[src/rtl/can_rx_destuff.sv]
// can_rx_destuff: removes CAN stuff bits from the sampler stream, phase-locked to it through the shared en.
// Define CAN_RX_DESTUFF_STUFF_CNT_EN to add the saturating 8-bit stuff_cnt output.
module can_rx_destuff #(
    parameter int clk_speed_MHz      = 100,
    parameter int can_bit_rate_Kbits = 1000,
    parameter int stuff_len          = 5
) (
    input  logic       clk,
    input  logic       rst_n,
    input  logic       en,
    input  logic       din,
    input  logic       destuff_en,
    output logic       dout,
    output logic       dout_valid,
    output logic       stuff_bit,
`ifdef CAN_RX_DESTUFF_STUFF_CNT_EN
    output logic [7:0] stuff_cnt,
    output logic       stuff_err
`else
    output logic       stuff_err
`endif
);
    localparam int N  = clk_speed_MHz * 1000 / can_bit_rate_Kbits;
    localparam int CW = N > 1 ? $clog2(N) : 1;
    localparam logic [CW-1:0] LAST    = CW'(N - 1);
    localparam logic [CW-1:0] MID     = CW'(N / 2);
    localparam logic [2:0]    RUN_MAX = 3'(stuff_len);

    typedef enum logic [1:0] {IDLE, RUN, ERROR} state_t;

    state_t        state_q, state_d;
    logic [CW-1:0] cnt_q, cnt_d;
    logic [2:0]    run_q, run_d;
    logic          last_q, last_d;
    logic          dout_q, dout_d;
    logic          valid_q, valid_d;
    logic          stuff_q, stuff_d;
    logic          err_q, err_d;
    logic          tick;

    // Counter mirrors the sampler's, so mid-bit is one cycle after din settles
    assign tick = en && cnt_q == MID;

    always_comb begin
        cnt_d   = !en || cnt_q == LAST ? '0 : cnt_q + 1'b1;
        state_d = state_q;
        run_d   = run_q;
        last_d  = last_q;
        dout_d  = dout_q;
        valid_d = 1'b0;
        stuff_d = 1'b0;
        err_d   = err_q;
        if (!en) begin
            state_d = IDLE;
            run_d   = 3'd0;
            err_d   = 1'b0;
        end else if (tick) begin
            case (state_q)
                IDLE: begin
                    dout_d  = din;
                    valid_d = 1'b1;
                    run_d   = 3'd1;
                    last_d  = din;
                    state_d = RUN;
                end
                RUN: begin
                    if (!destuff_en) begin
                        dout_d  = din;
                        valid_d = 1'b1;
                        run_d   = 3'd0;
                        last_d  = din;
                    end else if (run_q == RUN_MAX && din != last_q) begin
                        stuff_d = 1'b1;
                        run_d   = 3'd1;
                        last_d  = din;
                    end else if (run_q == RUN_MAX) begin
                        err_d   = 1'b1;
                        state_d = ERROR;
                    end else begin
                        dout_d  = din;
                        valid_d = 1'b1;
                        run_d   = din == last_q ? run_q + 3'd1 : 3'd1;
                        last_d  = din;
                    end
                end
                default: ;
            endcase
        end
    end

    always_ff @(posedge clk or negedge rst_n) begin
        if (!rst_n) begin
            state_q <= IDLE;
            cnt_q   <= '0;
            run_q   <= 3'd0;
            last_q  <= 1'b1;
            dout_q  <= 1'b0;
            valid_q <= 1'b0;
            stuff_q <= 1'b0;
            err_q   <= 1'b0;
        end else begin
            state_q <= state_d;
            cnt_q   <= cnt_d;
            run_q   <= run_d;
            last_q  <= last_d;
            dout_q  <= dout_d;
            valid_q <= valid_d;
            stuff_q <= stuff_d;
            err_q   <= err_d;
        end
    end

    assign dout       = dout_q;
    assign dout_valid = valid_q;
    assign stuff_bit  = stuff_q;
    assign stuff_err  = err_q;

`ifdef CAN_RX_DESTUFF_STUFF_CNT_EN
    logic [7:0] scnt_q, scnt_d;

    always_comb begin
        scnt_d = !en ? 8'd0 : stuff_d && scnt_q != 8'hFF ? scnt_q + 8'd1 : scnt_q;
    end

    always_ff @(posedge clk or negedge rst_n) begin
        if (!rst_n) scnt_q <= 8'd0;
        else        scnt_q <= scnt_d;
    end

    assign stuff_cnt = scnt_q;
`endif
endmodule
[config.mk]
export PLATFORM = sky130hd
export DESIGN_NAME = can_rx_destuff
export DESIGN_NICKNAME = d
export VERILOG_FILES = /design/src/rtl/can_rx_destuff.sv
export SDC_FILE = /design/constraint.sdc
export NUM_CORES = 1
export LEC_CHECK = 0
export ABC_CLOCK_PERIOD_IN_PS = 2200
export CAP_MARGIN = 20
export CORE_MARGIN = 4
export CORE_UTILIZATION = 40
export DETAILED_ROUTE_END_ITERATION = 8
export PLACE_DENSITY = 0.68
export SYNTH_ARGS = -nofsm -noshare
export SYNTH_HDL_FRONTEND = slang
export SYNTH_SLANG_ARGS = --single-unit
export TNS_END_PERCENT = 50
[constraint.sdc]
create_clock -name clk -period 2.2 [get_ports clk]
set_clock_uncertainty 0.15 [all_clocks]
set_input_delay 0.33 -clock clk [delete_from_list [all_inputs] [get_ports clk]]
set_output_delay 0.33 -clock clk [all_outputs]
set_load 0.02 [all_outputs]
# ---- After elaboration in Yosys (flattened, before gate mapping)
# Cells that the tools add are included.
# Widths: inputs -> output; s select.
dict set report totals {
  reg_bits 17
  latchBits 0
  ramBits 0
  rom_bits 0
  inputBits 5
  out_inout_bits 4
  elab_cells 78
  mem_count 0
}
dict set report classes {
  add_sub_neg 2
  n_mul 0
  n_div 0
  order_cmp 0
  eq_ne 19
  shifts 0
  mux 38
  bitwise_logic 0
  n_reduce_logical 11
}
# op n
set ops {}
lappend ops {{$mux 1} 21}
lappend ops {{$mux 3} 6}
lappend ops {{$ne 3x3->1 const B} 5}
lappend ops {{$reduce_and 5->1} 3}
lappend ops {{$mux 2} 5}
lappend ops {{$ne 2x1->1 const B} 4}
lappend ops {{$add 7x1->7 const B} 1}
lappend ops {{$eq 7x6->1 const B} 1}
lappend ops {{$eq 7x7->1 const B} 1}
lappend ops {{$mux 7} 1}
lappend ops {{$pmux 1 s2} 3}
lappend ops {{$pmux 3 s2} 1}
lappend ops {{$ne 5x5->1 const B} 1}
lappend ops {{$ne 4x4->1 const B} 1}
lappend ops {{$pmux 2 s2} 1}
lappend ops {{$reduce_and 4->1} 1}
lappend ops {{$add 3x1->3 const B} 1}
lappend ops {{$eq 3x3->1 const B} 1}
lappend ops {{$ne 3x1->1 const B} 1}
lappend ops {{$reduce_and 3->1} 1}
lappend ops {{$eq 2x1->1 const B} 1}
lappend ops {{$logic_and 1x1->1} 2}
lappend ops {{$logic_not 2->1} 1}
lappend ops {{$ne 2x2->1 const B} 1}
lappend ops {{other kinds (5)} 5}

# ---- Logic depth before layout (Yosys ltp)
# Gate-level depths: netlist of run 1.
dict set report logic_depth {
  word_depth 8
  mapped_depth 6
  depth_no_buf 6
}

# ---- Worst setup path after synthesis of run 1
# Ideal clock, no wire load.
dict set report synth_path {
  kind {reg2reg}
  start {reg cnt_q[3]}
  end {reg dout_q (netlist: dout)}
  setup_time_ns 0.127
  arrival_ns 1.475
  required_time_ns 1.923
  path_slack_ns 0.447
  path_stages_with_launch 5
  n_path_buf 0
  synth_period_minus_slack_ns 1.753
  cell_sequence {dfrtp_1 > or3b_4 > nor3_2 > and3_2 > mux2_1}
}
dict set report synth_between {
  elab_chain_len 3
}
# item line
set synth_lines {}
lappend synth_lines {{start: declaration} 32} ;# logic [CW-1:0] cnt_q, cnt_d;
lappend synth_lines {{start signal: assignment} 103} ;# cnt_q <= cnt_d;
lappend synth_lines {{$eq 7x6->1} 42} ;# assign tick = en && cnt_q == MID;
lappend synth_lines {{$logic_and 1x1->1} 42}
lappend synth_lines {{$reduce_and 5->1 (no source line)} --}
lappend synth_lines {{end signal: assignment} 106} ;# dout_q <= dout_d;
lappend synth_lines {{end: declaration} 35} ;# logic dout_q, dout_d;
# No other way between the ends.
# A chain may end at the register's enable or synchronous reset.

# ---- Final worst setup path of run 1
# Ends and elaborated chain as after synthesis.

==> flow_summary.yaml, run 1 <==
floorplan:
  die_height_um: 54.0
  core.rowCount: 16
  dieArea_um2: 2910
  io_pins: 9
  fp.coreArea_um2: 1980
  initial_core_util: 0.426
  chipWidth_um: 54.0
synth:
  yosys.area.top_type_share: 0.474
  postSynthAreaPerCell_um2: 10.8
  synth.lib_cells_used.distinct: 31
  synth-seq-cells: 17
  synth_top_area_cell: "dfrtp_1"
  syn-instance-count: 78
  synth_seq_area_share: 0.505
  syn_nets: 87
  synth_top_cells_by_area: "dfrtp_1, ha_1, xor2_1, dfstp_2, nor2_1"
  synthesis.yosys.warnings: 0
  post_synth_instance_area_um2: 845
worst_setup_path:
  timing.critical_path.cells: "or3b_4 -> nor3_2 -> and3_2 -> mux2_1"
  worst_path_max_delay_cell: "dfrtp_1"
  setup.worst_path.class: "reg -> reg"
  cell_class_contributing_the_biggest_share_of_worst_path_delay: "simple AND/OR/NAND/NOR gates"
  setup.worst_path.start_class: "flip-flop"
  crit_path_end_kind: "flip-flop"
  max_incr_delay_on_cp_ns: 0.44
  worstPathRequired_ns: 2.25
  crit_buf_inv: 0
  critical_path_peak_fanout: 5
  worst-endpoint-arrival_ns: 1.88
finish:
  mostFrequentLayoutCells: "dfrtp_1, clkdlybuf4s50_1, nor2_1, nand2_1, nand3_1"
  area.sequential_um2: 427
  num-nets-final: 100
  multi_input_area_um2: 399
  syn2layout_area_growth_pct: 17.2
  layout_commonest_cell: "dfrtp_1"
  layout.cells.non_filler: 117
  fillers: 185
  post_route_cells_drive_above_1_share: 0.111
  insertedDiodeCount: 0
min_path:
  worstHoldPathType: "in -> async"
cts:
  cts.path.max_buffers: 2
  cts.sink_count: 17
  insertion_delay_ns: 0.30
  post_cts_hold_buffer_count: 0
  worst_setup_hold_path_clk_slew_ns: 0.11
  cts.repair.resized: 0
  cts_tree: "yes"
  htree_levels: 1
  clock_tree_root_buffer_cell: "clkbuf_4"
  tritoncts.num_buffers: 3
  postCtsSetupBuffers: 0
power:
  max-vdd-ir-drop_uv: 381
  cell_leakage_power_nw: 0.442
  cellPowerDensity_nw_per_um2: 536
  totalPowerFinal_mw: 0.531
sta:
  tightestPinTransition_ns: 0.502
  final_max_slew_viol_count: 0
  setup-tns-final_ns: 0
  clock.fmax_ghz: 0.547
  timing_hold_violations_final: 0
  slew-limit-headroom: 0.663
  period_share: 0.831
  rsz0062_at_grt: "false"
  layout_min_cycle_time_ns: 1.83
  final-setup-viol-count: 0
global_route:
  antenna_found_initial: 0
  grt_pass1_wl_um: 2620
  grt_start_max_net_pins: 18
  globalRouteTotalUtil: 0.133
  grt-ovfl-total: 0
  first_global_vias: 586
run_status:
  run_status: "finished clean"
drt:
  detail-route-antenna-nets: 0
  dr_vias_cell: 5.33
  detail_route.first_pass.iterations: 3
  post-route-drc-count: 0
  wl_um: 1590
  initialDrtViolationCount: 8
  vias: 624
  route.detailed.wl_per_inst_um: 13.5
place:
  total_instance_count_after_detailed_placement: 113
  placement.io_buffers: 8
  post-dp-hpwl_um: 1160
  finalWeightedCongestion: 0.772
job:
  max_cap_violations: 0
through the flow:
step | setup WS [ns] | hold WS [ns] | area, um2 | utilization
after global routing | 0.223 | 0.202 | 990 | 0.499
after CTS | 0.357 | 0.189 | 990 | 0.499
after detailed placement | 0.159 | 0.330 | 962 | 0.485
after floorplan | 0.447 | -0.116 | 845 | -
final | 0.373 | 0.184 | 990 | 0.499
after global placement | 0.217 | 0.331 | 962 | 0.485
logic make-up (layout without fill, tap and decap cells):
family | after synthesis | in the layout | share of synthesized area
buffers and inverters | 5 | 17 | 0.0222
multiplexers | 2 | 2 | 0.0267
XOR/XNOR | 7 | 7 | 0.0726
flip-flops | 17 | 17 | 0.505
AO/OA/AOI/OAI | 10 | 10 | 0.0889
adder cells (fa/ha/maj) | 4 | 4 | 0.0593
AND/OR/NAND/NOR | 33 | 33 | 0.225
routing by layer:
layer  track usage  up-vias  part of all wire
li1              -      303                 -
met1         0.151      306              0.46
met2         0.212       10              0.47
met3        0.0499        5             0.047
met4        0.0766        0             0.025
met5             0        -                 0
worst register-to-register path: stages (launching register included):
cell	delay [ns]
dfrtp_1	0.44
or3b_4	0.44
nor3_2	0.18
and3_2	0.22
mux2_1	0.31
registers in the layout (all words and copies together) (netlist names):
name,cells
run_q,3
dout_valid,1
dout,1
stuff_err,1
cnt_q,7
state_q,2
last_q,1
stuff_bit,1
path summary, 6_finish.rpt:
check                                   start                   end  slack (ns)  depth (start not counted)
setup / recovery           cnt_q[3]$_DFF_PN0_      dout$_DFFE_PN0P_        0.37                          4
hold / removal                          rst_n  dout_valid$_DFF_PN0_        0.18                          2
setup reg to reg           cnt_q[3]$_DFF_PN0_      dout$_DFFE_PN0P_        0.37                          4
hold reg to reg              dout$_DFFE_PN0P_      dout$_DFFE_PN0P_        0.35                          1
max in group asynchronous               rst_n    last_q$_DFFE_PN1P_        1.47                          2
min in group clk             dout$_DFFE_PN0P_      dout$_DFFE_PN0P_        0.35                          1
Yosys cell counts:
cell type and instances:
dfrtp_1 16, nor2_1 7, nand2_1 5, nand3_1 5
ha_1 4, inv_1 4, xor2_1 4, a21oi_1 3
nor2b_1 3, xnor2_1 3, and3_1 2, mux2_1 2
nand4_1 2, a21boi_1 1, a21o_1 1, a221oi_1 1
and3_2 1, and4bb_1 1, clkbuf_1 1, dfstp_2 1
nand3b_1 1, nor3_1 1, nor3_2 1, nor3b_1 1
nor4_1 1, nor4b_1 1, o211ai_1 1, o2bb2ai_1 1
o31ai_1 1, o31ai_2 1, or3b_4 1
layout make-up:
type | count | share of cell area
flip-flops and latches | 17 | 0.431
clock inverters | 1 | 0.00506
inverters | 4 | 0.0152
clock buffers | 3 | 0.0228
repair buffers | 9 | 0.0885
multi-input cells | 56 | 0.403
well taps | 27 | 0.0341
power by group:
| group | switching (mW) | internal [mW] | leakage [nW] | total [mW] |
|---|---|---|---|---|
| combinational | 0.0196 | 0.0153 | 0.193 | 0.0349 |
| clock | 0.105 | 0.0678 | 0.0177 | 0.173 |
| sequential | 0.00590 | 0.317 | 0.231 | 0.323 |
No activity file was read; power rests on OpenSTA's default activity.
==> run 2, diff against run 1 <==
ABC_CLOCK_PERIOD_IN_PS = 1600   (was 2200)
PLACE_DENSITY = 0.7   (was 0.68)
clock period = 1.6 ns   (was 2.2 ns; I/O delays follow)
==> run 2 against run 1 <==
Effect of this change:
- the run now ends with setup timing left
- clock-buffer cell count up 1
- non-clock buffer count rose by 24
- critical path depth is 3 higher
- sequential share of layout area is 8.9 points lower
- cell count increased by 21%
- die area did not move
- core utilization up 13 points
- combinational power increased by 130%
- worst setup slack worse by 0.60 ns
- worst hold slack worse by 0.14 ns
==> flow_summary.yaml, run 2 (synthesis gave the netlist of run 1 again) <==
drt:
  post-route-drc-count: 0
  detail-route-antenna-nets: 0
  route.detailed.wl_per_inst_um: 13.6
  dr_vias_cell: 5.01
  wl_um: 1920
  initialDrtViolationCount: 5
  vias: 707
  detail_route.first_pass.iterations: 4
cts:
  htree_levels: 1
  tritoncts.num_buffers: 3
  worst_setup_hold_path_clk_slew_ns: 0.10
  clock_tree_root_buffer_cell: "clkbuf_4"
  cts_tree: "yes"
  cts.sink_count: 17
  post_cts_hold_buffer_count: 0
  insertion_delay_ns: 0.30
  cts.path.max_buffers: 2
worst_setup_path:
  max_incr_delay_on_cp_ns: 0.46
  cell_class_contributing_the_biggest_share_of_worst_path_delay: "compound AO/OA/AOI/OAI gates"
  critical_path_peak_fanout: 5
  worstRegToRegCells: 7
  setup.worst_path.class: "reg -> reg"
  worstReg2RegStart: "run_q[1]$_DFFE_PN0P_"
  setup.worst_path.start_class: "flip-flop"
  worst-endpoint-arrival_ns: 1.91
  worstPathRequired_ns: 1.68
  timing.critical_path.cells: "inv_1 -> ha_2 -> nand4_1 -> o211ai_1 -> buf_4 -> o2bb2ai_2 -> a21o_1"
  critical_path.startpoint: "run_q[1]$_DFFE_PN0P_"
  crit_buf_inv: 2
  worst_path_max_delay_cell: "o211ai_1"
  crit_path_end_kind: "flip-flop"
  worstSetupPathDepth: 7
finish:
  finalInstanceArea_um2: 1250
  num-nets-final: 124
  reg.largest.list: "cnt_q (7), run_q (3), state_q (2)"
  regMostFlops: "cnt_q"
  fillers: 159
  syn2layout_area_growth_pct: 47.6
  max_reg_flops: 7
  area.sequential_um2: 427
  mostFrequentLayoutCells: "buf_4, dfrtp_1, nor2_1, nand2_1"
  layout.cells.non_filler: 141
  insertedDiodeCount: 0
  layout_commonest_cell: "buf_4"
  multi_input_area_um2: 474
  fin_util: 0.629
  post_route_cells_drive_above_1_share: 0.386
min_path:
  worstHoldPathType: "in -> async"
run_status:
  violated_checks: "setup timing"
  run_status: "finished with violations"
sta:
  timing_hold_violations_final: 0
  clock.fmax_ghz: 0.547
  final-setup-viol-count: 7
  layout_min_cycle_time_ns: 1.83
  final_critical_path_setup_slack_ns: -0.229
  tightestPinTransition_ns: 0.502
  final_max_slew_viol_count: 0
  period_share: 1.14
  rsz0062_at_grt: "true"
  slew-limit-headroom: 0.664
  setup-tns-final_ns: -0.973
  worst_hold_slack_ns: 0.0460
place:
  placed_cell_area_um2: 1100
  total_instance_count_after_detailed_placement: 131
  finalWeightedCongestion: 0.785
  placement.io_buffers: 8
power:
  max-vdd-ir-drop_uv: 608
  cellPowerDensity_nw_per_um2: 600
  cell_leakage_power_nw: 0.586
floorplan:
  die_height_um: 54.0
  core.rowCount: 16
  chipWidth_um: 54.0
  initial_core_util: 0.426
  dieArea_um2: 2910
  fp.coreArea_um2: 1980
  io_pins: 9
global_route:
  grt_start_max_net_pins: 11
  antenna_found_initial: 0
  grt_pass1_wl_um: 3060
  globalRouteTotalUtil: 0.151
  first_global_vias: 702
  grt-ovfl-total: 0
job:
  max_cap_violations: 0
[run 2: cell count changes in the layout (fill, tap and decap cells not counted), moves of 2 or more]
cell	before	now
ha_1	4	2
clkdlybuf4s50_1	8	4
buf_4	1	23
buf_6	0	2
dlygate4sd2_1	0	4
[run 2: worst register-to-register path: stages, from the launching register on]
cell,delay (ns)
dfrtp_1,0.39
inv_1,0.06
ha_2,0.17
nand4_1,0.10
o211ai_1,0.46
buf_4,0.21
o2bb2ai_2,0.10
a21o_1,0.12
[run 2: worst paths after layout]
check | endpoint | slack, ns
worst max-delay path | run_q[2]$_DFFE_PN0P_ | -0.23
worst min-delay path | dout$_DFFE_PN0P_ | 0.05
worst max register to register | run_q[2]$_DFFE_PN0P_ | -0.23
worst min register to register | dout$_DFFE_PN0P_ | 0.37
max in group asynchronous | cnt_q[0]$_DFF_PN0_ | 0.78
min in group clk | dout$_DFFE_PN0P_ | 0.37
[run 2: layout make-up]
type / instances / share of cell area
multi-input combinational: 56 / 0.381
tap: 27 / 0.0271
timing repair buffer: 33 / 0.217
sequential: 17 / 0.342
clock buffer: 4 / 0.0211
inverter: 4 / 0.0120
[run 2: what timing repair did]
action,CTS,global route
setup buffers,4,4
pin swaps,6,6
gates resized for setup,12,8
endpoints found under the setup margin,17,14
[run 2: power breakdown]
group	internal, mW	switching, mW	leakage (nW)	total [mW]
Clock	0.0972	0.129	0.0150	0.226
Combinational	0.0417	0.0386	0.340	0.0803
Sequential	0.436	0.00497	0.231	0.441
[run 2: stage by stage]
step           total power [mW]  setup slack [ns]
6_report                  0.747            -0.229
5_1_grt                   0.788            -0.363
4_1_cts                   0.757            -0.108
3_5_place_dp              0.520            -0.325
3_3_place_gp              0.517            -0.234
2_1_floorplan             0.472            -0.114
[run 2: layer usage]
metal / vias up / wire length (um) / GRT usage
met3: 4 / 84 / 0.0499
li1: 347 / - / -
met1: 342 / 860 / 0.183
met2: 14 / 945 / 0.246
met4: 0 / 31 / 0.0596
met5: - / 0 / 0
==> run 3, diff against run 2 <==
CORE_UTILIZATION = 48   (was 40)
PLACE_DENSITY = 0.8   (was 0.7)
==> run 3 against run 2 <==
Effect of this change:
- the flow still finishes with violations (setup timing)
- die area fell by 14%
- sequential share of layout area fell by 0.14 points
- cell count fell by 7.8%
- final area rose by 0.40%
- largest power group unchanged
- first-iteration DRC count rose to 3.0 times the previous value
==> flow_summary.yaml, run 3 (synthesis gave the netlist of run 1 again) <==
drt:
  detail-route-antenna-nets: 0
  detail_route.first_pass.iterations: 4
  met1_length_um: 878
  initialDrtViolationCount: 15
  dr_vias_cell: 5.98
  routed-wl-met2_um: 1200
  topmost_layer_with_routed_signal_wires: "met4"
  route.detailed.wl_per_inst_um: 18.2
  routed-wl-met3_um: 158
  vias: 777
  wl_um: 2370
  post-route-drc-count: 0
sta:
  slew-limit-headroom: 0.726
  final_critical_path_setup_slack_ns: -0.225
  timing_hold_violations_final: 0
  period_share: 1.14
  clock.fmax_ghz: 0.548
  final-setup-viol-count: 14
  worst_hold_slack_ns: 0.0366
  rsz0062_at_grt: "true"
  layout_min_cycle_time_ns: 1.83
  tightestPinTransition_ns: 0.410
  final_max_slew_viol_count: 0
finish:
  syn2layout_area_growth_pct: 48.1
  fillers: 93
  layout_commonest_cell: "buf_4"
  reg.largest.list: "cnt_q (7), run_q (3), state_q (2)"
  post_route_cells_drive_above_1_share: 0.386
  layout.cells.non_filler: 130
  insertedDiodeCount: 0
  mostFrequentLayoutCells: "buf_4, dfrtp_1, nor2_1, nand3_1"
  num-nets-final: 124
  max_reg_flops: 7
  finalInstanceArea_um2: 1250
  regMostFlops: "cnt_q"
  area.sequential_um2: 427
  multi_input_area_um2: 497
job:
  max_cap_violations: 0
cts:
  clock_tree_root_buffer_cell: "clkbuf_4"
  cts.path.max_buffers: 2
  cts.sink_count: 17
  htree_levels: 1
  cts_tree: "yes"
  insertion_delay_ns: 0.29
  tritoncts.num_buffers: 3
  worst_setup_hold_path_clk_slew_ns: 0.09
floorplan:
  die_height_um: 49.9
  core.rowCount: 14
  initial_core_util: 0.536
  fp.coreArea_um2: 1580
  chipWidth_um: 49.9
  io_pins: 9
  dieArea_um2: 2490
place:
  finalWeightedCongestion: 0.808
  placement.io_buffers: 8
  place_ws_ns: -0.259
  post-dp-hpwl_um: 1480
  placed_cell_area_um2: 1100
  total_instance_count_after_detailed_placement: 121
worst_setup_path:
  critical_path_peak_fanout: 3
  setup.worst_path.start_class: "flip-flop"
  crit_path_end_kind: "flip-flop"
  worstPathRequired_ns: 1.64
  worst-endpoint-arrival_ns: 1.86
  setup.worst_path.class: "reg -> reg"
min_path:
  worstHoldPathType: "in -> async"
global_route:
  globalRouteTotalUtil: 0.190
  grt_pass1_wl_um: 3500
  first_global_vias: 822
  antenna_found_initial: 0
  grt-ovfl-total: 0
  grt_start_max_net_pins: 12
power:
  max-vdd-ir-drop_uv: 698
  cell_leakage_power_nw: 0.609
  cellPowerDensity_nw_per_um2: 600
run_status:
  violated_checks: "setup timing"
  run_status: "finished with violations"
==> run 3: worst max-delay path: stages, from the launching register on <==
cell and delay [ns]:
dfrtp_1 0.40, or3b_4 0.44, nor3_4 0.21, and3_4 0.22
mux2_4 0.29
==> run 3: layout make-up <==
class / instances / share of cell area
Multi-Input combinational cell: 56 / 0.397
Sequential cell: 17 / 0.341
Timing Repair Buffer: 33 / 0.213
Clock buffer: 4 / 0.0210
Tap cell: 16 / 0.0160
Inverter: 4 / 0.0120
==> run 3: worst paths after layout <==
| path | start | endpoint | slack, ns | cells after the start |
|---|---|---|---|---|
| setup / recovery | cnt_q[3]$_DFF_PN0_ | dout$_DFFE_PN0P_ | -0.23 | 4 |
| hold / removal | rst_n | dout$_DFFE_PN0P_ | 0.04 | 1 |
| setup reg to reg | cnt_q[3]$_DFF_PN0_ | dout$_DFFE_PN0P_ | -0.23 | 4 |
| hold reg to reg | dout$_DFFE_PN0P_ | dout$_DFFE_PN0P_ | 0.38 | 1 |
| max in group asynchronous | rst_n | state_q[1]$_DFFE_PN0P_ | 0.80 | 2 |
| min in group clk | dout$_DFFE_PN0P_ | dout$_DFFE_PN0P_ | 0.38 | 1 |
==> run 3: where the power goes <==
part / switching [mW] / internal (mW)
Sequential: 0.00345 / 0.436
Clock: 0.132 / 0.0972
Combinational: 0.0430 / 0.0403
==> run 3: routing by layer <==
layer	vias up	global-route usage
met5	-	0
met4	0	0.147
met3	16	0.0452
met2	42	0.339
met1	370	0.186
li1	349	-
==> run 3: through the flow <==
stage,setup TNS (ns),util,total power [mW]
after global routing,-2.15,0.794,0.792
after CTS,-0.682,0.739,0.751
after global placement,-0.923,0.697,0.518
after detailed placement,-1.35,0.697,0.521
after floorplan,-0.132,-,0.472
final,-1.23,0.794,0.751
==> run 3: what timing repair did <==
item	4_1_cts	5_1_grt
buffers inserted	1	4
pin swaps	3	12
gates resized for setup	12	9
setup endpoints to repair	18	15
hold buffers	0	0
==> edit: new RTL, config.mk and constraints of run 3 <==
Set the parameter `clk_speed_MHz` to 150 (it was 100).
--- a/src/rtl/can_rx_destuff.sv
+++ b/src/rtl/can_rx_destuff.sv
@@ -3,3 +3,3 @@
 module can_rx_destuff #(
-    parameter int clk_speed_MHz      = 100,
+    parameter int clk_speed_MHz      = 150,
     parameter int can_bit_rate_Kbits = 1000,
Function: same outputs for any inputs over 10 cycles, from zero or initial values and one cycle with rst_n low; that may be too few to reach the edited logic, so the function may still have changed.
==> edit against run 3 <==
  * The run still ends with setup timing left
  * Final cell count rose by 10%
  * Synthesized area up 4.3%
  * Final area rose by 1.3%
  * Total power up 8.6%
  * Setup slack got worse by 0.28 ns
  * Largest cell class unchanged
  * Largest power group unchanged
  * Via count shrank 3.2%
  * Highest routed layer unchanged
  * Sequential cell count rose by 1
  * Routed wire length shrank 16%
==> edit: results (changes against run 3) <==
Vias after detailed routing - 752 (was 777)
Commonest cells post-synth - dfrtp_1, nor2_1, nand2_1, xor2_1, ha_1 (was dfrtp_1, nor2_1, nand2_1, nand3_1)
Final HPWL DP - 1460 um (was 1480 um)
Final WS setup - -0.5003 ns (was -0.2253 ns)
Layout cells sized above 1 - 37.29% (was 38.60%)
Syn nets - 88 (was 87)
Ant diodes - 0 (unchanged)
Main synth FF type - dfrtp_1 (unchanged)
Status - finished, violations left (unchanged)
I/O Buffers - 8 (unchanged)
Post-Layout Cell Count - 143 (was 130)
Hold Crit Class - in2async (unchanged)
Number of CTS-inserted buffers - 3 (unchanged)
Worst-Skew Late Latency - 0.29 ns (about the same)
Vias in the first global route - 802 (was 822)
VDD IR max - 0.5899 mV (was 0.6985 mV)
Global Route Usage Sum - 18.28% (was 19.03%)
Top Metal Used - met4 (unchanged)
Least-Margin Pin Slew - 0.3064 ns (was 0.4098 ns)
Arr. time, crit path - 2.11 ns (was 1.86 ns)
Metal3 WL - 74 um (was 158 um)
Final setup fails - 10 (was 14)
Layout fillers - 133 (was 93)
Average wire per standard cell - 13.94 um (was 18.22 um)
Pre-antenna DRT Iters - 4 (unchanged)
Nets - 128 (was 124)
CP Max Fanout - 3 (unchanged)
Largest regs - cnt_q x8, run_q x3, state_q x2 (was cnt_q x7, run_q x3, state_q x2)
Clk slew on worst S/H paths - 0.10 ns
Avg Cell Area, Syn - 11.15 um2 (was 10.83 um2)
Synth top area cells - dfrtp_1, ha_1, xor2_1 (unchanged)
First-pass GRT wire length - 3401 um (was 3498 um)
Sw Pwr - 177.5 uW (was 178.2 uW)
1st-iter DRT viols - 7 (was 15)
GP Congestion - 0.8316 (was 0.8082)
Met1 WL - 787 um (was 878 um)
Sequential element share of the synthesized area - 51.28% (was 50.52%)
Largest net degree at the start of global routing - 19 (was 12)
Number of distinct library cells after synthesis - 28 (was 31)
Leakage - 0.6230 nW (was 0.6086 nW)
Met2 WL - 1048 um (was 1200 um)
Place WS - -0.4565 ns (was -0.2595 ns)
Failing checks - setup timing (unchanged)
-- edit: changes by cell type after synthesis, moves of 2 or more --
cell,run 3,this run
nor2b_1,3,0
o21ai_0,0,3
and2_1,0,2
mux2_1,2,0
mux2_2,0,2
nand3_1,5,3
nor2_1,7,9
o21a_1,0,2
-- edit: timing repair --
action | 4_1_cts | 5_1_grt
buffers inserted | 3 | 1
pin swaps | 2 | 1
endpoints found under the setup margin | 21 | 18
gates cloned | 0 | 0
resized for setup | 10 | 3
-- edit: layout make-up --
| type | count | area share (%) |
|---|---|---|
| multi-input combinational | 58 | 36.23 |
| sequential | 18 | 35.64 |
| timing repair buffer | 35 | 21.91 |
| clock buffer | 4 | 2.863 |
| tap | 25 | 2.468 |
| inverter | 3 | 0.8884 |
-- edit: path summary, 6_finish.rpt --
kind                           start    endpoint  slack, ns  depth (start not counted)
max                         cnt_q[4]    run_q[0]      -0.50                          4
min                            rst_n  state_q[0]       0.11                          2
max reg2reg                 cnt_q[4]    run_q[0]      -0.50                          4
min reg2reg                stuff_err   stuff_err       0.34                          1
max in group asynchronous      rst_n      last_q       0.92                          2
min in group clk           stuff_err   stuff_err       0.34                          1
-- edit: logic make-up (layout without fill, tap and decap cells) --
group | Yosys count | in the layout | share of synthesized area (%)
and+or+nand+nor | 34 | 34 | 23.58
DFF | 18 | 18 | 51.28
AOI/OAI and AO/OA | 11 | 11 | 8.664
xor gates and xnor gates | 7 | 7 | 6.960
adders and majority gates | 4 | 4 | 5.682
buffers and inverters | 3 | 42 | 1.278
muxes | 2 | 2 | 2.557
-- edit: power by group through the flow --
stage	combinational [mW]	clock, mW	sequential [mW]
floorplan	0.0179	0	0.476
global placement	0.0685	0	0.474
detailed placement	0.0700	0	0.475
finish	0.0750	0.275	0.466
CTS	0.0716	0.283	0.466
global route	0.0831	0.307	0.467
-- edit: worst max-delay path: stages (launching register included) --
cell and delay [ns]:
dfrtp_1 0.41, or4b_4 0.54, or4_4 0.46, o211ai_1 0.28, o41ai_2 0.13
-- edit: per-layer routing --
metal | GRT usage, % | up-vias
li1 | - | 364
met1 | 18.71 | 361
met2 | 31.96 | 17
met3 | 4.373 | 10
met4 | 13.90 | 0
met5 | 0 | -
-- edit: metrics by stage --
stage                     TNS [ns]  utilization (%)  area [um2]
after detailed placement    -2.342            67.46        1165
after floorplan             -1.667                -       880.8
final                       -3.389            73.41        1267
after global routing        -3.962            73.41        1267
after global placement      -1.952            67.46        1165
after CTS                   -3.104            71.81        1240
